## config.mk

```make
export PLATFORM = sky130hd
export DESIGN_NAME = modbus_rtu_frame_rx
export DESIGN_NICKNAME = d
export VERILOG_FILES = /design/src/rtl/modbus_rtu_frame_rx.sv
export SDC_FILE = /design/constraint.sdc
export NUM_CORES = 1
export LEC_CHECK = 0
export ABC_AREA = 1
export ABC_CLOCK_PERIOD_IN_PS = 2100
export CAP_MARGIN = 20
export CORE_UTILIZATION = 55
export CTS_CLUSTER_DIAMETER = 100
export DETAILED_ROUTE_END_ITERATION = 10
export PLACE_DENSITY = 0.82
export SYNTH_ARGS = -nofsm -noshare
export SYNTH_HDL_FRONTEND = slang
export SYNTH_SLANG_ARGS = --single-unit
export TNS_END_PERCENT = 10
```

## constraint.sdc

```tcl
create_clock -name clk_sys -period 2.1 [get_ports clk_sys]
set_input_delay 0.525 -clock clk_sys [delete_from_list [all_inputs] [get_ports clk_sys]]
set_output_delay 0.525 -clock clk_sys [all_outputs]
set_load 0.005 [all_outputs]
```

## src/rtl/modbus_rtu_frame_rx.sv

```systemverilog
// modbus_rtu_frame_rx: oversampled 8N1 MODBUS RTU receiver with t1.5/t3.5 timing, CRC-16 and address filter
module modbus_rtu_frame_rx #(
  parameter int CLKS_PER_BIT = 2604,
  parameter int MAX_BYTES    = 16,
  parameter int T15_BITS     = 17,
  parameter int T35_BITS     = 39,
  parameter bit FILTER_EN    = 1'b1,
  parameter int IDX_W        = 4
) (
  input  logic             clk_sys,
  input  logic             rst_n,
  input  logic             uart_rx,
  input  logic [7:0]       slave_addr,
  output logic             frame_valid,
  output logic [IDX_W:0]   frame_len,
  output logic [3:0]       frame_err,
  input  logic             frame_ack,
  output logic             frame_dropped,
  input  logic [IDX_W-1:0] rd_idx,
  output logic [7:0]       rd_data,
  output logic             rx_busy
);
  localparam int CNT_W = $clog2(CLKS_PER_BIT);
  localparam int SIL_W = $clog2(T35_BITS * CLKS_PER_BIT + 1);
  localparam logic [CNT_W-1:0] BIT_M  = CNT_W'(CLKS_PER_BIT - 1);
  localparam logic [CNT_W-1:0] HALF_M = CNT_W'(CLKS_PER_BIT / 2 - 1);
  localparam logic [SIL_W-1:0] T15_L  = SIL_W'(T15_BITS * CLKS_PER_BIT);
  localparam logic [SIL_W-1:0] T35_M  = SIL_W'(T35_BITS * CLKS_PER_BIT - 1);
  localparam logic [IDX_W:0]   MAX_L  = (IDX_W + 1)'(MAX_BYTES);
  localparam logic [IDX_W:0]   MIN_L  = (IDX_W + 1)'(4);

  typedef enum logic [1:0] {B_IDLE, B_START, B_DATA, B_STOP} bst_t;
  typedef enum logic [1:0] {F_IDLE, F_RECV, F_HOLD, F_DROP} fst_t;

  bst_t             b_q, b_d;
  fst_t             f_q, f_d;
  logic [2:0]       sync_q;
  logic [CNT_W-1:0] cnt_q, cnt_d;
  logic [2:0]       bit_q, bit_d;
  logic [7:0]       sh_q, sh_d, addr_q, rd_q;
  logic [SIL_W-1:0] sil_q, sil_d;
  logic [IDX_W:0]   wr_q, len_q;
  logic [15:0]      crc_q;
  logic [3:0]       err_q;
  logic             act_q, gap_q, fe_q, ov_q;
  logic             rx, fall, stb, eof, gap_set, wr_en, keep, dropped;
  logic [7:0]       mem_q [MAX_BYTES];

  function automatic logic [15:0] crc_upd(input logic [15:0] c, input logic [7:0] d);
    logic [15:0] r;
    r = c ^ {8'h00, d};
    for (int i = 0; i < 8; i++) r = r[0] ? (r >> 1) ^ 16'hA001 : r >> 1;
    return r;
  endfunction

  // sync_q[1] is the synchronised line, sync_q[2] its previous value for edge detection
  assign rx      = sync_q[1];
  assign fall    = sync_q[2] & ~sync_q[1];
  assign sil_d   = (b_q != B_IDLE) ? '0 : (sil_q > T35_M) ? sil_q : sil_q + 1'b1;
  assign eof     = act_q && b_q == B_IDLE && sil_q == T35_M;
  assign gap_set = act_q && b_q == B_IDLE && fall && sil_q > T15_L;
  assign wr_en   = stb && (f_q == F_IDLE || f_q == F_RECV);
  assign keep    = wr_q >= MIN_L && (!FILTER_EN || addr_q == slave_addr || addr_q == 8'h00);

  always_comb begin
    b_d   = b_q;
    cnt_d = cnt_q + 1'b1;
    bit_d = bit_q;
    sh_d  = sh_q;
    stb   = 1'b0;
    case (b_q)
      B_IDLE: begin
        cnt_d = '0;
        b_d   = fall ? B_START : B_IDLE;
      end
      B_START: if (cnt_q == HALF_M) begin
        cnt_d = '0;
        b_d   = rx ? B_IDLE : B_DATA;
      end
      B_DATA: if (cnt_q == BIT_M) begin
        cnt_d = '0;
        sh_d  = {rx, sh_q[7:1]};
        bit_d = bit_q + 1'b1;
        b_d   = (bit_q == 3'd7) ? B_STOP : B_DATA;
      end
      default: if (cnt_q == BIT_M) begin
        cnt_d = '0;
        stb   = 1'b1;
        b_d   = B_IDLE;
      end
    endcase
  end

  always_comb begin
    f_d     = f_q;
    dropped = 1'b0;
    case (f_q)
      F_IDLE: f_d = stb ? F_RECV : F_IDLE;
      F_RECV: if (eof) f_d = keep ? F_HOLD : F_IDLE;
      F_HOLD: begin
        dropped = eof;
        // a frame already under way when released is still discarded whole
        if (frame_ack) f_d = ((act_q || stb) && !eof) ? F_DROP : F_IDLE;
      end
      default: begin
        dropped = eof;
        f_d     = eof ? F_IDLE : F_DROP;
      end
    endcase
  end

  always_ff @(posedge clk_sys) begin
    if (!rst_n) begin
      sync_q <= 3'b111;
      b_q    <= B_IDLE;
      f_q    <= F_IDLE;
      cnt_q  <= '0;
      bit_q  <= '0;
      sh_q   <= '0;
      sil_q  <= '0;
      act_q  <= 1'b0;
      wr_q   <= '0;
      crc_q  <= 16'hFFFF;
      gap_q  <= 1'b0;
      fe_q   <= 1'b0;
      ov_q   <= 1'b0;
      addr_q <= '0;
      len_q  <= '0;
      err_q  <= '0;
      rd_q   <= '0;
    end else begin
      sync_q <= {sync_q[1:0], uart_rx};
      b_q    <= b_d;
      f_q    <= f_d;
      cnt_q  <= cnt_d;
      bit_q  <= bit_d;
      sh_q   <= sh_d;
      sil_q  <= sil_d;
      act_q  <= eof ? 1'b0 : act_q | stb;
      wr_q   <= eof ? '0 : (wr_en && wr_q < MAX_L) ? wr_q + 1'b1 : wr_q;
      crc_q  <= eof ? 16'hFFFF : stb ? crc_upd(crc_q, sh_q) : crc_q;
      gap_q  <= eof ? 1'b0 : gap_q | gap_set;
      fe_q   <= eof ? 1'b0 : fe_q | (stb & ~rx);
      ov_q   <= eof ? 1'b0 : ov_q | (wr_en && wr_q >= MAX_L);
      addr_q <= (stb && f_q == F_IDLE) ? sh_q : addr_q;
      len_q  <= (f_q == F_RECV && eof && keep) ? wr_q : len_q;
      err_q  <= (f_q == F_RECV && eof && keep) ? {gap_q, fe_q, ov_q, crc_q != 16'h0000} : err_q;
      rd_q   <= ({1'b0, rd_idx} < len_q) ? mem_q[rd_idx] : 8'h00;
    end
  end

  always_ff @(posedge clk_sys)
    if (rst_n && wr_en && wr_q < MAX_L) mem_q[wr_q[IDX_W-1:0]] <= sh_q;

  assign frame_valid   = f_q == F_HOLD;
  assign frame_len     = len_q;
  assign frame_err     = err_q;
  assign frame_dropped = dropped;
  assign rd_data       = rd_q;
  assign rx_busy       = f_q == F_RECV;
endmodule

```

==> After elaboration in Yosys (flattened, before gate mapping) <==
Memories as Yosys holds them, arrays and structs flattened. A register that Yosys moved wholly into a read port is not among the register bits.
Index checks and enable logic that the tools add are counted.
{ "totals": {"ff_bits": 89, "latchBits": 0, "ram_bits": 128, "mem_bits_ro": 0, "input_bits": 16, "output_inout_bits": 20, "elab_cells": 120, "n_memories": 1} }
{ "memory_table": {"columns": ["memory", "words", "width", "rd", "rd_ports_with_merged_regs", "wr", "line_no", "text"], "rows": [
  ["mem_q", 16, 8, 1, 1, 1, "47", "logic [7:0] mem_q [MAX_BYTES];"]
]} }
{ "classes": {"add_sub_neg": 4, "n_mul": 0, "n_div": 0, "magnitude_cmp": 6, "n_eq_ne": 13, "shifts": 0, "n_mux": 30, "n_bitwise": 17, "reduce_logical": 33} }
{ "ops": {"columns": ["operator", "count"], "rows": [
  ["16-bit two-way mux", 8],
  ["12-bit two-way mux", 2],
  ["2-bit inverter with 3-bit output", 8],
  ["12-bit case mux with 2 select lines", 1],
  ["2-bit two-way mux", 9],
  ["17-bit by 1-bit adder with 17-bit output (second input constant)", 1],
  ["17-bit == test (second input constant)", 1],
  ["17-bit by 16-bit > comparator with 1-bit output (second input constant)", 1],
  ["17-bit > comparator (second input constant)", 1],
  ["16-bit nonzero test", 1],
  ["16-bit by 8-bit XOR with 16-bit output", 1],
  ["1-bit logical AND", 14],
  ["12-bit by 1-bit adder with 12-bit output (second input constant)", 1],
  ["12-bit by 11-bit == test with 1-bit output (second input constant)", 1],
  ["12-bit == test (second input constant)", 1],
  ["2-bit case mux with 3 select lines", 2],
  ["8-bit == test", 1],
  ["8-bit logical NOT", 1],
  ["1-bit two-way mux", 8],
  ["2-bit AND reduction", 3],
  ["2-bit OR reduction", 3],
  ["5-bit by 1-bit adder with 5-bit output (second input constant)", 1],
  ["5-bit by 3-bit >= comparator with 1-bit output (second input constant)", 1],
  ["5-bit >= comparator (second input constant)", 1],
  ["18 further kinds", 31]
]} }

==> Longest topological paths before layout <==
{ "depth": {"word_depth": 17, "mapped_depth": 14, "mapped_depth_nobuf": 14} }

==> Worst setup path before layout <==
Ideal clock, no wire load.
{ "synth_timing": {"kind": "reg-to-reg", "from": "register cnt_q[0]", "to": "memory mem_q[0][0], enable pin", "setup_ns": 0.370, "t_arrival_ns": 1.756, "required_ns": 1.730, "path_slack_ns": -0.027, "stages_incl_launch_ff": 10, "n_path_buf": 0, "synth_period_minus_slack_ns": 2.127, "path_cell_list": "dfxtp_1 > ha_1 > nand4_1 > nor2_1 > nand3b_1 > inv_1 > nand2_2 > nor3_4 > nand3_1 > nor2_1"} }
{ "synth_between": {"elab_chain_len": 8} }
{ "synth_lines": {"columns": ["element", "line_no", "text"], "rows": [
  ["start: declaration", "38", "logic [CNT_W-1:0] cnt_q, cnt_d;"],
  ["start signal: assignment", "135", "cnt_q <= cnt_d;"],
  ["12-bit == test", "86", "default: if (cnt_q == BIT_M) begin"],
  ["1-bit two-way mux", "86", null],
  ["1-bit two-way mux", "71", "case (b_q)"],
  ["1-bit logical AND", "62", "assign wr_en = stb && (f_q == F_IDLE || f_q == F_RECV);"],
  ["1-bit logical AND (2 in a row)", "153", "if (rst_n && wr_en && wr_q < MAX_L) mem_q[wr_q[IDX_W-1:0]] <= sh_q;"],
  ["1-bit two-way mux", "153", null],
  ["1-bit two-way mux (not written as such)", "153", null],
  ["end: declaration", "47", null]
]} }
Every way passes these cells.

==> Final worst setup path <==
{ "layout_timing": {"from": "register sil_q[2]", "to": "output port frame_dropped"} }
{ "layout_between": {"elab_chain_len": 3} }
{ "layout_lines": {"columns": ["element", "line_no", "text"], "rows": [
  ["start: declaration", "41", "logic [SIL_W-1:0] sil_q, sil_d;"],
  ["start signal: assignment", "138", "sil_q <= sil_d;"],
  ["17-bit == test", "60", "assign eof = act_q && b_q == B_IDLE && sil_q == T35_M;"],
  ["1-bit logical AND", "60", null],
  ["1-bit two-way mux", "97", "case (f_q)"],
  ["end: declaration", "18", "output logic frame_dropped,"]
]} }
Every way passes these cells.

==> results_dict.tcl <==
set metrics [dict create \
    fin_nets 1208 \
    ys_warn_count 0 \
    end_kind "output port" \
    htreeDepth 1 \
    numCtsBuffers 24 \
    hold_violations 0 \
    holdWs_ns 0.421 \
    synth_flop_cell "edfxtp_1" \
    area_delta_synth_final_pct 22.0 \
    die_w_um 137 \
    synth_edf_count 128 \
    critPathKind "flop to output port" \
    violations "setup timing" \
    synth_cell_types 48 \
    grt_antenna_before_repair 0 \
    clk_pin_slew_ns 0.06 \
    clk_latency_ns 0.52 \
    drt_wl_total_um 24100 \
    final_max_slew_viol_count 0 \
    yosysSeqAreaShare 0.574 \
    layout_commonest_cell "nand2_1" \
    core_area_um2 18000 \
    cp_max_fo 2 \
    r2r_slack_ns 0.03 \
    fin_crit_sh 1.02 \
    synth_area_um2 10100 \
    min_from "sync_q[0]" \
    chipHeight_um 137 \
    drt_first_pass_iters 5 \
    r2r_cells 11 \
    cp_top_family "simple AND/OR/NAND/NOR gates" \
    ys_async_sr_fraction 0 \
    ys_top_cells_by_area "edfxtp_1 (38%), dfxtp_1 (19%), nand2_1 (6.6%)" \
    clockBufferDepth 3 \
    grt_pass1_wl_um 37700 \
    antenna-diode-count 0 \
    critical_path_arrival_ns 1.62 \
    rows 49 \
    drt-vias-per-instance 5.60 \
    required_ns 1.57 \
    worst_slew_pin_slew_ns 0.552 \
    grt_use_total 0.259 \
    cts_root_buffer "clkbuf_16" \
    r2r_start "cnt_q[1]" \
    drt_iter0_markers 664 \
    critPathMaxStageDelay_ns 0.32 \
    grt_pass1_vias 7511 \
    fmax_mhz 465 \
    cellPowerDensity_nw_per_um2 751 \
    min_period_ns 2.15 \
    startpoint_type "flop" \
    gp_congestion 0.896 \
    ios 36 \
    grt_max_degree 44 \
    rsz0062_at_grt "true" \
    yosys.area.top_type "edfxtp_1" \
    post-route-drc-count 0 \
    layout-drive-gt1-share 0.165 \
    synth_cells 1066 \
    synth_top_area_frac 0.381 \
    path_cells "nor2_1 > nand2_1 > nor2_1 > nand2_1 > inv_2 > nand2_4 > nor2_4 > buf_2" \
    cts_sinks 225 \
    min_path_cells 1 \
    leakage_nw 4.91 \
    layout_common_cells "nand2_1 (178), edfxtp_1 (128), inv_1 (123), a21oi_1 (94), o21ai_0 (87)" \
    setup_viol 1 \
    cts_hold_repair.buffers 0 \
    wl_per_cell_um 16.9 \
    ys_seq_elements 225 \
    die_area_um2 18900 \
    grt_overflow_total 0 \
    start_util 0.561 \
    hold_end "sync_q[1]" \
    cpMaxStageDelayCell "dfxtp_1" \
    status "complete, but fails checks" \
    worst_slack_ns -0.0489 \
    dp_hpwl_um 15900 \
    setup_tns_ns -0.0489 \
    final_antenna_net_count 0 \
    maxCapViolCount 0 \
    io_buffers 35 \
    crit_buf_inv 2 \
    vias 7979 \
    min-delay-path-class "flop to flop" \
    r2r_end "mem_q[15][6]" \
    synth_fp_nets 1095 \
    ir_drop_v 0.000831 \
    finClkSkew_ns 0.0259 \
    relSlewSlack 0.630 \
    cts_tree "built" \
    avgSynthCellArea_um2 9.46 \
]
flip-flops by register name (all words and copies together) (netlist names), 3 cells and up:
signal / cells
cnt_q: 12
crc_q: 16
sil_q: 17
sync_q: 3
frame_len: 5
frame_err: 4
mem_q: 128
addr_q: 8
sh_q: 8
rd_data: 8
bit_q: 3
wr_q: 5
kinds of logic after synthesis:
| logic type | after synthesis | synth area share |
|---|---|---|
| xor+xnor | 31 | 0.0269 |
| mux | 32 | 0.0318 |
| flops | 225 | 0.574 |
| buf+inv | 167 | 0.0673 |
| fa+ha+maj | 13 | 0.0161 |
| simple gates | 377 | 0.166 |
| compound gates | 221 | 0.118 |
how the worst max path moves through the flow:
stage,start,end,slack (ns),cells after the start
finish,sil_q[2],frame_dropped,-0.05,8
global route,sil_q[14],frame_dropped,-0.13,8
CTS,cnt_q[1],mem_q[2][3],-0.07,10
detailed placement,rd_idx[1],rd_data[4],-0.25,9
global placement,rd_idx[1],rd_data[4],-0.18,9
floorplan,cnt_q[0],mem_q[0][0],-0.03,9
synthesized netlist by cell type (all sizes together) (2+ instances only):
cell type,instances
nand2,183
edfxtp,128
inv,128
dfxtp,97
o21ai,97
a21oi,95
nor2,89
nand3,65
mux2i,32
buf,20
xor2,18
clkbuf,17
o211ai,14
ha,13
xnor2,13
nand4,12
nor3,11
nor4,6
or2,5
a31oi,4
nand3b,3
o31ai,3
clkinv,2
nor3b,2
o21a,2
o221ai,2
o311ai,2
per-layer routing:
| layer | global-route usage | wire (um) |
|---|---|---|
| met4 | 0.0678 | 564 |
| met3 | 0.0350 | 1730 |
| met2 | 0.449 | 12100 |
| met5 | 0 | 0 |
| met1 | 0.341 | 9790 |
report_power, final:
part	leakage (nW)	internal (mW)	switching, mW	total [mW]
clock network	0.397	2.51	1.73	4.24
logic	2.27	0.150	0.204	0.354
registers	2.24	4.62	0.00916	4.63
area by class of cell:
class	instances	area, um2
Sequential cell	225	5800
Fill cell	1335	5670
Multi-Input combinational cell	674	3780
Timing Repair Buffer	124	1130
Clock buffer	32	671
Inverter	130	490
Tap cell	229	287
Clock inverter	12	138
metrics by stage:
step | power (mW) | cells | utilization | instance area [um2] | setup WS (ns)
floorplan | 4.93 | 1066 | - | 10100 | -0.0266
global placement | 5.06 | 1375 | 0.623 | 11200 | -0.181
detailed placement | 5.07 | 1375 | 0.623 | 11200 | -0.254
CTS | 9.26 | 1422 | 0.672 | 12100 | -0.0712
global route | 9.49 | 1426 | 0.684 | 12300 | -0.129
finish | 9.23 | 1426 | 0.684 | 12300 | -0.0489
repair_timing:
action                     in CTS  in global routing
pin swaps                       4                  6
buffers inserted                3                  4
resized for setup              23                 48
setup endpoints to repair      70                129
(Power assumes the default switching activity.)
